===== config.mk =====
export PLATFORM = sky130hd
export DESIGN_NAME = cache_fill_ctrl
export DESIGN_NICKNAME = d
export VERILOG_FILES = /design/src/rtl/cache_fill_ctrl.sv
export SDC_FILE = /design/constraint.sdc
export NUM_CORES = 1
export LEC_CHECK = 0
export CORE_MARGIN = 10
export CORE_UTILIZATION = 39
export DETAILED_ROUTE_END_ITERATION = 7
export PLACE_DENSITY = 0.81
export SYNTH_ARGS = -nofsm -noshare
export SYNTH_HDL_FRONTEND = slang
export SYNTH_SLANG_ARGS = --single-unit

===== constraint.sdc =====
create_clock -name clk -period 2.51 [get_ports clk]
set_input_delay 0.251 -clock clk [delete_from_list [all_inputs] [get_ports clk]]
set_output_delay 0.251 -clock clk [all_outputs]
set_load 0.03 [all_outputs]

===== src/rtl/cache_fill_ctrl.sv =====
// Cache line fill controller: on a miss, issues pipelined word reads for the
// whole line (bounded outstanding count), writes returned words, then the tag.
module cache_fill_ctrl #(
  parameter int unsigned ADDR_W     = 16,
  parameter int unsigned DATA_W     = 16,
  parameter int unsigned LINE_WORDS = 8,
  parameter int unsigned MAX_OUTST  = 4
) (
  input  logic                          clk,
  input  logic                          rst,
  input  logic                          miss_detected,
  input  logic [ADDR_W-1:0]             miss_address,
  output logic                          mem_req,
  output logic [ADDR_W-1:0]             mem_addr,
  input  logic                          mem_ready,
  input  logic                          mem_data_valid,
  input  logic [DATA_W-1:0]             mem_data,
  output logic                          fsm_busy,
  output logic                          fsm_data_wen,
  output logic [$clog2(LINE_WORDS)-1:0] fsm_word_idx,
  output logic [DATA_W-1:0]             fsm_data,
  output logic                          fsm_tag_wen,
  output logic [ADDR_W-1:0]             fill_base
);

  localparam int unsigned IDX_W      = $clog2(LINE_WORDS);
  localparam int unsigned CNT_W      = IDX_W + 1;
  localparam int unsigned WORD_BYTES = DATA_W / 8;
  localparam int unsigned OFF_W      = $clog2(LINE_WORDS * WORD_BYTES);

  localparam logic [ADDR_W-1:0] LINE_MASK = ~ADDR_W'((64'd1 << OFF_W) - 64'd1);
  localparam logic [CNT_W-1:0]  LINE_CNT  = CNT_W'(LINE_WORDS);
  localparam logic [CNT_W-1:0]  LAST_IDX  = CNT_W'(LINE_WORDS - 1);
  localparam logic [CNT_W-1:0]  OUTST_LIM = CNT_W'(MAX_OUTST);

  typedef enum logic [1:0] {
    IDLE = 2'd0,
    FILL = 2'd1,
    TAG  = 2'd2
  } state_t;

  state_t           state;
  logic [CNT_W-1:0] issued;
  logic [CNT_W-1:0] returned;
  logic [CNT_W-1:0] outstanding;
  logic             issue;
  logic             ret_ok;

  // Request/address decode from registered state only, so mem_addr is stable under backpressure.
  assign mem_req  = (state == FILL) && (issued < LINE_CNT) && (outstanding < OUTST_LIM);
  assign mem_addr = fill_base + ADDR_W'(issued) * ADDR_W'(WORD_BYTES);
  assign issue    = mem_req && mem_ready;

  // Returns with nothing in flight (e.g. left over from an aborted fill) are dropped.
  assign ret_ok       = mem_data_valid && (state == FILL) && (outstanding != '0);
  assign fsm_data_wen = ret_ok;
  assign fsm_word_idx = returned[IDX_W-1:0];
  assign fsm_data     = mem_data;
  assign fsm_tag_wen  = (state == TAG);
  assign fsm_busy     = (state != IDLE) || miss_detected;

  always_ff @(posedge clk or posedge rst) begin
    if (rst) begin
      state       <= IDLE;
      issued      <= '0;
      returned    <= '0;
      outstanding <= '0;
      fill_base   <= '0;
    end else begin
      case (state)
        IDLE: begin
          if (miss_detected) begin
            fill_base   <= miss_address & LINE_MASK;
            issued      <= '0;
            returned    <= '0;
            outstanding <= '0;
            state       <= FILL;
          end
        end
        FILL: begin
          if (issue) begin
            issued <= issued + CNT_W'(1);
          end
          if (ret_ok) begin
            returned <= returned + CNT_W'(1);
          end
          if (issue && !ret_ok) begin
            outstanding <= outstanding + CNT_W'(1);
          end else if (!issue && ret_ok) begin
            outstanding <= outstanding - CNT_W'(1);
          end
          if (ret_ok && (returned == LAST_IDX)) begin
            state <= TAG;
          end
        end
        TAG: begin
          state <= IDLE;
        end
        default: begin
          state <= IDLE;
        end
      endcase
    end
  end

endmodule


[Yosys cells after proc, flatten, opt, wreduce, memory -nomap -nowiden]
Cells that the tools add are included.
Word-level totals
  bits in registers: 26
  bits in latches: 0
  bits in writable memories: 0
  ROM bits: 0
  bits of input ports: 37
  memories kept: 0
Operators by class
  add/subtract/negate cells: 5
  multipliers: 0
  div/mod/pow operators: 0
  order comparisons: 2
  equal/unequal tests: 8
  shift-type cells: 0
  multiplexer cells: 11
  bitwise logic cells: 0
  reductions and logical operators: 20
Operators with widths (count)
  $pmux 4 s2: 3
  $mux 4: 5
  $add 16x5->16: 1
  $add 4x1->4 const B: 3
  $reduce_and 3->1: 3
  $logic_and 1x1->1: 8
  $ne 2x2->1 const B: 3
  $eq 4x3->1 const B: 1
  $lt 4x3->1 const B: 1
  $lt 4x4->1 const B: 1
  $mux 2: 2
  $pmux 2 s2: 1
  $reduce_and 2->1: 2
  $reduce_bool 2->1: 2
  $reduce_bool 4->1: 1
  $sub 4x1->4 const B: 1
  $ne 3x1->1 const B: 1
  $eq 2x1->1 const B: 1
  $eq 2x2->1 const B: 1
  $logic_not 1->1: 2
  $logic_not 2->1: 1
  $ne 2x1->1 const B: 1
  $logic_or 1x1->1: 1

[Longest topological paths before layout]
Gate-level depths: netlist (run 1).
  word-level depth: 9
  mapped depth: 7
  depth with buffers taken out: 7

[Worst setup path before layout (run 1)]
OpenSTA, ideal clock, no wires.
  path kind: reg-to-reg
  start: reg outstanding[2]
  end: reg outstanding[3]
  setup time: 0.126 ns
  arrival time: 2.021 ns
  slack: 0.363 ns
  stages on the path, launching flop included: 8
  clock period less this slack: 2.147 ns
  cell sequence: dfrtp_1 -> o41ai_2 -> nand3_2 -> ha_1 -> a21o_1 -> a21oi_1 -> a31oi_1 -> o32a_1
On the way
  longest elaborated chain between the ends: 7
RTL lines
  start, declared: RTL line 45  | logic [CNT_W-1:0] outstanding;
  start signal, assigned: RTL line 88  | outstanding <= outstanding + CNT_W'(1);
  start signal, assigned: RTL line 90  | outstanding <= outstanding - CNT_W'(1);
  $lt 4x3->1: RTL line 50  | assign mem_req = (state == FILL) && (issued < LINE_CNT) && (outstanding < OUTST_LIM);
  $logic_and 1x1->1: RTL line 50
  $logic_and 1x1->1: RTL line 52  | assign issue = mem_req && mem_ready;
  $logic_not 1->1: RTL line 89  | end else if (!issue && ret_ok) begin
  $logic_and 1x1->1: RTL line 89
  $ne 3x1->1 (no line)
  $reduce_and 3->1 (no line)
Several ways; a longest one is shown, not always the timed one. The select of a mux whose other input is x is not followed.
A chain may end at the register's enable or synchronous reset.

[Worst setup path after layout (run 1)]
  start: reg outstanding[2]
  end: out mem_req
On the way
  longest elaborated chain between the ends: 2
RTL lines
  $lt 4x3->1: RTL line 50
  $logic_and 1x1->1: RTL line 50
  end, declared: RTL line 13  | output logic mem_req,
No other way between the ends.

==> impl_summary.log, run 1 <==
[metrics] clock tree from TritonCTS: done
[metrics] number of remaining DRC errors: 0
[metrics] launching element type of the critical path: flip-flop
[metrics] die height: 85.5 um
[metrics] clock root buffer: clkbuf_8
[metrics] starting density of the core: 40.9%
[metrics] antenna fix cells: 0
[metrics] worst setup slack after layout: 0.156 ns
[metrics] number of filler cells placed in the layout: 398
[metrics] total routing resource utilization after global routing: 10.2%
[metrics] via count of the first global-routing pass: 1324
[metrics] Syn Inst Count: 188
[metrics] RSZ-0062 raised after global routing: false
[metrics] pre-CTS setup slack: 0.201 ns
[metrics] highest-utilization routing layer at the global route stage: met2
[metrics] worst clock skew: 0.00482 ns
[metrics] initial antenna violation count: 0
[metrics] synthesized area divided by synthesized cell count: 8.90 sq um
[metrics] Slew @ Worst Pin: 0.720 ns
[metrics] worst endpoint required time: 2.26 ns
[metrics] Netlist Area Pre-Place: 0.00167 sq mm
[metrics] fraction of final layout cells sized beyond drive strength 1: 6.91%
[metrics] final estimated routing congestion in global placement: 0.780
[metrics] signed area change from the synthesized netlist to the final layout: 27.2%
[metrics] post-layout instance area: 0.00213 sq mm
[metrics] H-tree level count: 1
[metrics] R2R Path Start: outstanding[1]
[metrics] total congestion overflow: 0
[metrics] Die Span X: 85.5 um
[metrics] part of the Yosys area used for sequential elements: 38.9%
[metrics] setup slack, reg-to-reg: 0.27 ns
[metrics] power density cells: 1320 mW/mm^2
[metrics] number of hold violations in the final report: 0
[metrics] leakage power figure: 1.08 nW
[metrics] Period minus WS final: 2.35 ns
[metrics] final-report max-slew violation count: 0
[metrics] CTS clk-pin slew, worst paths: 0.09 ns
[metrics] nature of the critical path endpoint: primary output
[metrics] worst voltage drop across the vdd grid: 0.435 mV
[metrics] top-area cell type share of the netlist area: 38.9%
[metrics] #FFs+latches synth: 26
[metrics] Port Buffers: 50
[metrics] Hold Path Class: input port to asynchronous set/reset pin
[metrics] insertion delay of the later-clocked pin in the worst-skew pair: 0.27 ns
[metrics] number of buffers created by CTS: 3
[metrics] FP Rows: 23
[metrics] IO Count: 92
[metrics] standard cell core area: 0.00409 sq mm
[metrics] wire length per cell: 14.1 um
[metrics] post-detailed-placement half-perimeter wirelength: 2960 um
[metrics] wire length of the first global-routing pass: 6270 um
[metrics] Period Utilization, post-route: 93.8%
[metrics] pin count of the biggest net entering global routing: 27
[metrics] Cell variety after synth: 38
[metrics] via count: 1302
[metrics] global-route met1 utilization: 11.9%
[metrics] placement-stage cell area: 0.00205 sq mm
[metrics] number of clock sinks: 26
[metrics] Setup-failing EPs final: 0
[metrics] capture point of the worst reg-to-reg path: outstanding[3]
[metrics] global routing met2 resource utilization: 16.3%
[metrics] Die Area: 0.00731 sq mm
[metrics] highest clock frequency the design can meet: 425 MHz
[metrics] post-synth top area cell: dfrtp_1
[metrics] max_slew headroom: 51.9%
[metrics] number of cells on the worst reg-to-reg path: 7
[metrics] # nets final: 262
[metrics] via count normalized by instance count: 4.88
[metrics] Worst EP arrival: 2.10 ns
[metrics] number of violations reported at the end of detailed-routing iteration 0: 28
[metrics] DRT Pass-1 Iters: 2
[metrics] count of hold buffers inserted by post-cts repair: 0
[metrics] start-to-end type of the worst setup path: flip-flop to primary output
[metrics] Synthesis Warnings: 0
[metrics] Finished Core Util: 52.1%
[metrics] final setup TNS: 0 ns
[metrics] overall routed net length: 3770 um
[metrics] run status: finished, final reports clean
[metrics] Post-DRT Antenna Nets: 0
[metrics] met3 Usage GRT: 4.54%
[metrics] Maximum Capacitance Violations: 0
[metrics] top post-synthesis cells by area: dfrtp_1 39%, buf_4 12%, nand2_1 11%, ha_1 4.5%, xnor2_1 3.7%
[metrics] peak fanout along the critical path: 5
[metrics] maximum clock insertion buffer count: 2
-- cell families after synthesis --
family          synth area share [%]
xor+xnor                        7.33
fa+ha+maj                       5.68
compound gates                  7.11
mux                             1.80
buf+inv                         14.5
other cells                    0.224
flops                           38.9
simple gates                    24.5
-- stage by stage --
step / instances / hold WS [ns] / power (mW)
2_1_floorplan: 192 / 0.291 / 2.00
3_3_place_gp: 263 / 0.495 / 2.51
3_5_place_dp: 263 / 0.496 / 2.56
4_1_cts: 267 / 0.347 / 2.83
5_1_grt: 267 / 0.368 / 3.03
6_report: 267 / 0.321 / 2.81
-- state kept, by name, indices dropped and copies added, names as in the netlist --
register,cells
fill_base,12
issued,4
outstanding,4
returned,4
state,2
-- timing repair --
item / in CTS / in global routing
setup endpoints to repair: 0 / 7
gates resized for setup: 0 / 7
buffers inserted: 0 / 0
-- power breakdown --
part | internal [mW] | total [mW] | switching (mW)
logic | 0.725 | 1.69 | 0.960
clock network | 0.140 | 0.275 | 0.135
registers | 0.602 | 0.852 | 0.250
-- Yosys cell counts --
cell type and number:
xnor2_1 7, a31o_2 1, fa_1 1, conb_1 1, a21o_1 1, nand2b_1 1, nand3b_1 1, a31oi_1 1
and2b_2 1, inv_1 4, ha_1 6, nor2b_1 3, dfrtp_1 26, o32a_1 1, nor4b_4 1, mux2i_1 3
buf_2 1, o21a_1 1, and3_1 7, o21ai_0 4, buf_4 27, and2b_1 1, o41ai_2 1, nand3_1 10
inv_2 1, nand2_2 1, o41a_1 1, nor3_1 1, nand2_1 48, nand3_2 1, o21ai_4 1, or3_1 1
clkinv_2 1, xor2_1 7, clkbuf_1 3, nor2_1 6, a21oi_1 3, and2_1 2
-- routing by layer --
metal | vias up | share of wire (%) | routed length [um]
met5 | - | 0 | 0
met4 | 0 | 1.0 | 38
met3 | 7 | 10 | 381
met2 | 43 | 45 | 1720
met1 | 613 | 43 | 1640
li1 | 639 | - | -
-- worst max-delay path, cell delays in order (launching register included) --
cell             delay (ns)
dfrtp_1                0.48
nor4b_4                0.35
buf_4                  0.17
nor2b_1                0.14
clkdlybuf4s50_1        0.69
-- worst max path at each step --
| stage | startpoint | depth (start not counted) | end | slack (ns) |
|---|---|---|---|---|
| after floorplan | outstanding[2] | 7 | outstanding[3] | 0.36 |
| after global placement | outstanding[1] | 7 | outstanding[3] | 0.22 |
| after detailed placement | outstanding[1] | 7 | outstanding[3] | 0.20 |
| after CTS | issued[3] | 6 | mem_addr[10] | 0.03 |
| after global routing | outstanding[2] | 4 | mem_req | 0.06 |
| final | outstanding[2] | 4 | mem_req | 0.16 |
-- layout make-up --
class | count | area [sq um] | share of cell area, %
Tap cell | 50 | 62.6 | 2.94
Multi-Input combinational cell | 129 | 806 | 37.9
Inverter | 6 | 23.8 | 1.12
Clock buffer | 4 | 55.1 | 2.59
Timing Repair Buffer | 52 | 531 | 24.9
Sequential cell | 26 | 651 | 30.6
-- cell usage in the layout (no fill, tap or decap), types with 2 or more instances in the layout --
master / n
mux2i_1: 3
xnor2_1: 7
conb_1: 5
xor2_1: 7
dlymetal6s2s_1: 6
nor2b_1: 3
dfrtp_1: 26
a21oi_1: 3
clkdlybuf4s50_1: 44
nand3_1: 10
buf_4: 2
ha_1: 6
and3_1: 7
inv_1: 4
clkbuf_8: 4
nand2_1: 48
nor2_1: 6
o21ai_0: 4
and2_1: 2
(Power assumes the default switching activity.)
==> inputs of run 2 (changes only) <==
Settings changed: ABC_CLOCK_PERIOD_IN_PS from default to 2510.
==> results of run 2 <==
The final DEF is identical to that of run 1; final timing and power are the same.
==> inputs of run 3 (changes only) <==
Settings changed: ABC_CLOCK_PERIOD_IN_PS 2510 to 2000, CORE_UTILIZATION 39 to 35, PLACE_DENSITY 0.81 to 0.77.
Clock period 2.51 ns to 2 ns, I/O delays scaled along.
==> run 3 against run 2 <==
Net effect:
- the flow now finishes with violations (negative setup slack)
- sequential cell count stayed put
- combinational power is 40% higher
- first-iteration DRC count is 32% lower
- total power is 30% higher
- die area is 8.7% higher
- via count is 5.9% higher
- clock-buffer cell count is 1 lower
- sequential power is 17% higher
- critical path depth is 3 higher
- critical path type is now flip-flop to flip-flop
==> impl_summary.log, run 3 (synthesis gave the netlist of run 1 again) <==
[metrics] run status: complete, but fails checks
[metrics] violations in the final reports: negative setup slack
[metrics] number of clock sinks: 26 (unchanged)
[metrics] setup slack, reg-to-reg: -0.01 ns (-0.28 ns)
[metrics] power density cells: 1630 mW/mm^2 (+24%)
[metrics] count of hold buffers inserted by post-cts repair: 0 (unchanged)
[metrics] # placed instances: 284 (+8.0%)
[metrics] slowest cell delay on critical path: 0.42 ns (-0.27 ns)
[metrics] H-tree level count: 1 (unchanged)
[metrics] R2R Path Start: outstanding[1]
[metrics] worst endpoint required time: 2.16 ns (-0.10 ns)
[metrics] total congestion overflow: 0 (unchanged)
[metrics] worst setup slack after layout: -0.0110 ns (-0.167 ns)
[metrics] highest-utilization routing layer at the global route stage: met2
[metrics] pre-CTS setup slack: -0.0629 ns (-0.263 ns)
[metrics] RSZ-0062 raised after global routing: true
[metrics] signed area change from the synthesized netlist to the final layout: 33.9%
[metrics] max reg flops: 12 (unchanged)
[metrics] count of placed standard cells in the final layout, fillers left out: 289 (+8.2%)
[metrics] critical path's top delay family: compound AO/OA/AOI/OAI gates
[metrics] Hold Path Class: input port to asynchronous set/reset pin
[metrics] final-report max-slew violation count: 0 (unchanged)
[metrics] most frequent standard cell in the layout excluding fill and tap cells: nand2_1
[metrics] number of gates on the worst path with buffers counted: 7 (+3)
[metrics] Die Span X: 89.1 um (+4.3%)
[metrics] count of buffer and inverter cells on the critical path: 0 (-2)
[metrics] met3 Usage GRT: 2.55% (-2.0 points)
[metrics] initial antenna violation count: 0 (unchanged)
[metrics] Period minus WS final: 2.01 ns
[metrics] global routing met2 resource utilization: 18.9% (+2.5 points)
[metrics] placement-stage cell area: 0.00217 sq mm (+6.2%)
[metrics] via count: 1379 (+5.9%)
[metrics] die height: 89.1 um (+4.3%)
[metrics] peak fanout along the critical path: 3 (-2)
[metrics] total routing resource utilization after global routing: 10.2% (-0.018 points)
[metrics] via count normalized by instance count: 4.77 (-2.1%)
[metrics] CTS clk-pin slew, worst paths: 0.09 ns (about the same)
[metrics] net switching share of the total power: 47.3% (-0.46 points)
[metrics] Max stage delay cell, worst path: dfrtp_1
[metrics] standard cell core area: 0.00469 sq mm (+15%)
[metrics] clock root buffer: clkbuf_8
[metrics] first element of the critical path: outstanding[1]
[metrics] Setup-failing EPs final: 1 (+1)
[metrics] wire length per cell: 14.1 um (-0.51%)
[metrics] power spent charging and discharging nets: 1.73 mW (+29%)
[metrics] Worst EP arrival: 2.17 ns (+0.07 ns)
[metrics] # nets final: 281 (+7.3%)
[metrics] final estimated routing congestion in global placement: 0.836 (+7.1%)
[metrics] Finished Core Util: 47.7% (-4.3 points)
[metrics] Period Utilization, post-route: 101%
[metrics] total chip power: 3.66 mW (+30%)
[metrics] critical-path cell list: o41ai_4, nand3_2, ha_4, a21o_1, a21oi_2, a31oi_1, o32a_1
[metrics] insertion delay of the later-clocked pin in the worst-skew pair: 0.26 ns (about the same)
[metrics] DRT Pass-1 Iters: 4 (+2)
[metrics] most frequent cells in the layout: 48 x nand2_1, 36 x clkdlybuf4s50_1, 29 x buf_4
[metrics] IO Count: 92 (unchanged)
[metrics] clock power share: 8.0% (-1.8 points)
[metrics] leakage power figure: 1.11 nW (+2.3%)
[metrics] worst clock skew: 0.00397 ns (-0.000854 ns)
[metrics] starting density of the core: 35.7% (-5.3 points)
[metrics] number of remaining DRC errors: 0 (unchanged)
[metrics] via count of the first global-routing pass: 1428 (+7.9%)
[metrics] highest clock frequency the design can meet: 497 MHz
[metrics] antenna fix cells: 0 (unchanged)
[metrics] start-to-end type of the worst setup path: flip-flop to flip-flop
[metrics] Port Buffers: 50 (unchanged)
[metrics] register with the highest flop count: fill_base
[metrics] launching element type of the critical path: flip-flop
[metrics] overall routed net length: 4060 um (+7.7%)
[metrics] Maximum Capacitance Violations: 0 (unchanged)
[metrics] Post-DRT Antenna Nets: 0 (unchanged)
[metrics] capture point of the worst reg-to-reg path: outstanding[3]
[metrics] FP Rows: 25 (+8.7%)
[metrics] maximum clock insertion buffer count: 2 (unchanged)
[metrics] worst voltage drop across the vdd grid: 0.651 mV (+49%)
[metrics] Die Area: 0.00795 sq mm (+8.7%)
[metrics] number of violations reported at the end of detailed-routing iteration 0: 19 (-32%)
[metrics] post-detailed-placement half-perimeter wirelength: 3200 um (+8.2%)
[metrics] number of buffers created by CTS: 3 (unchanged)
[metrics] relative contribution of sequential cells to total power: 27.3% (-3.0 points)
[metrics] fraction of final layout cells sized beyond drive strength 1: 20.0% (+13 points)
[metrics] number of cells on the worst reg-to-reg path: 7 (unchanged)
[metrics] nature of the critical path endpoint: flip-flop
[metrics] pin count of the biggest net entering global routing: 27 (unchanged)
[metrics] number of hold violations in the final report: 0 (unchanged)
[metrics] final setup TNS: -0.0110 ns (-0.0110 ns)
[metrics] power share of the combinational group: 64.7% (+4.8 points)
[metrics] hold_ws: 0.283 ns (-0.0376 ns)
[metrics] global-route met1 utilization: 11.2% (-0.68 points)
[metrics] post-layout instance area: 0.00224 sq mm (+5.2%)
[metrics] clock tree from TritonCTS: done
[metrics] termination of the worst setup path: outstanding[3]
[metrics] wire length of the first global-routing pass: 6540 um (+4.4%)
[metrics] Pint: 1.93 mW (+31%)
## run 3: cell count changes in the layout (fill, tap and decap cells not counted), sizes merged
cell	previous run	this run
dlymetal6s2s	6	0
clkdlybuf4s15	0	1
clkdlybuf4s50	44	36
dlygate4sd2	0	4
buf	2	29
## run 3: layer usage
metal,vias to the layer above,wire length [um]
li1,676,-
met5,-,0
met1,657,1770
met4,0,28
met3,4,295
met2,42,1970
## run 3: repair_timing
action                     CTS  global route
pin swaps                    3             4
buffers inserted             0             2
resized for setup            8             5
gates cloned                 0             0
setup endpoints to repair    7             6
## run 3: cell type report
cell class              count  area [sq um]
flip-flops and latches     26           652
fillers                   465          2450
repair buffers             71           628
well taps                  54          67.6
inverters                   6          23.8
clock buffers               3          41.3
multi-input cells         129           827
## run 3: worst min-delay path by stage
stage | startpoint | cells past startpoint | end
3_3_place_gp | mem_data[13] | 0 | fsm_data[13]
6_report | rst | 3 | returned[2]
4_1_cts | rst | 3 | returned[1]
2_1_floorplan | rst | 1 | fill_base[10]
5_1_grt | rst | 3 | returned[2]
3_5_place_dp | mem_data[13] | 0 | fsm_data[13]
## run 3: tightest hold or removal path: stages
cell and delay, ns:
clkdlybuf4s50_1 0.39, inv_1 0.05, buf_4 0.32
## run 3: power by group through the flow
stage	clock network, mW	registers [mW]	logic, mW
floorplan	0	1.24	1.30
global placement	0	0.997	2.35
detailed placement	0	1.01	2.40
CTS	0.303	1.00	2.38
global route	0.328	1.04	2.60
finish	0.293	0.998	2.37
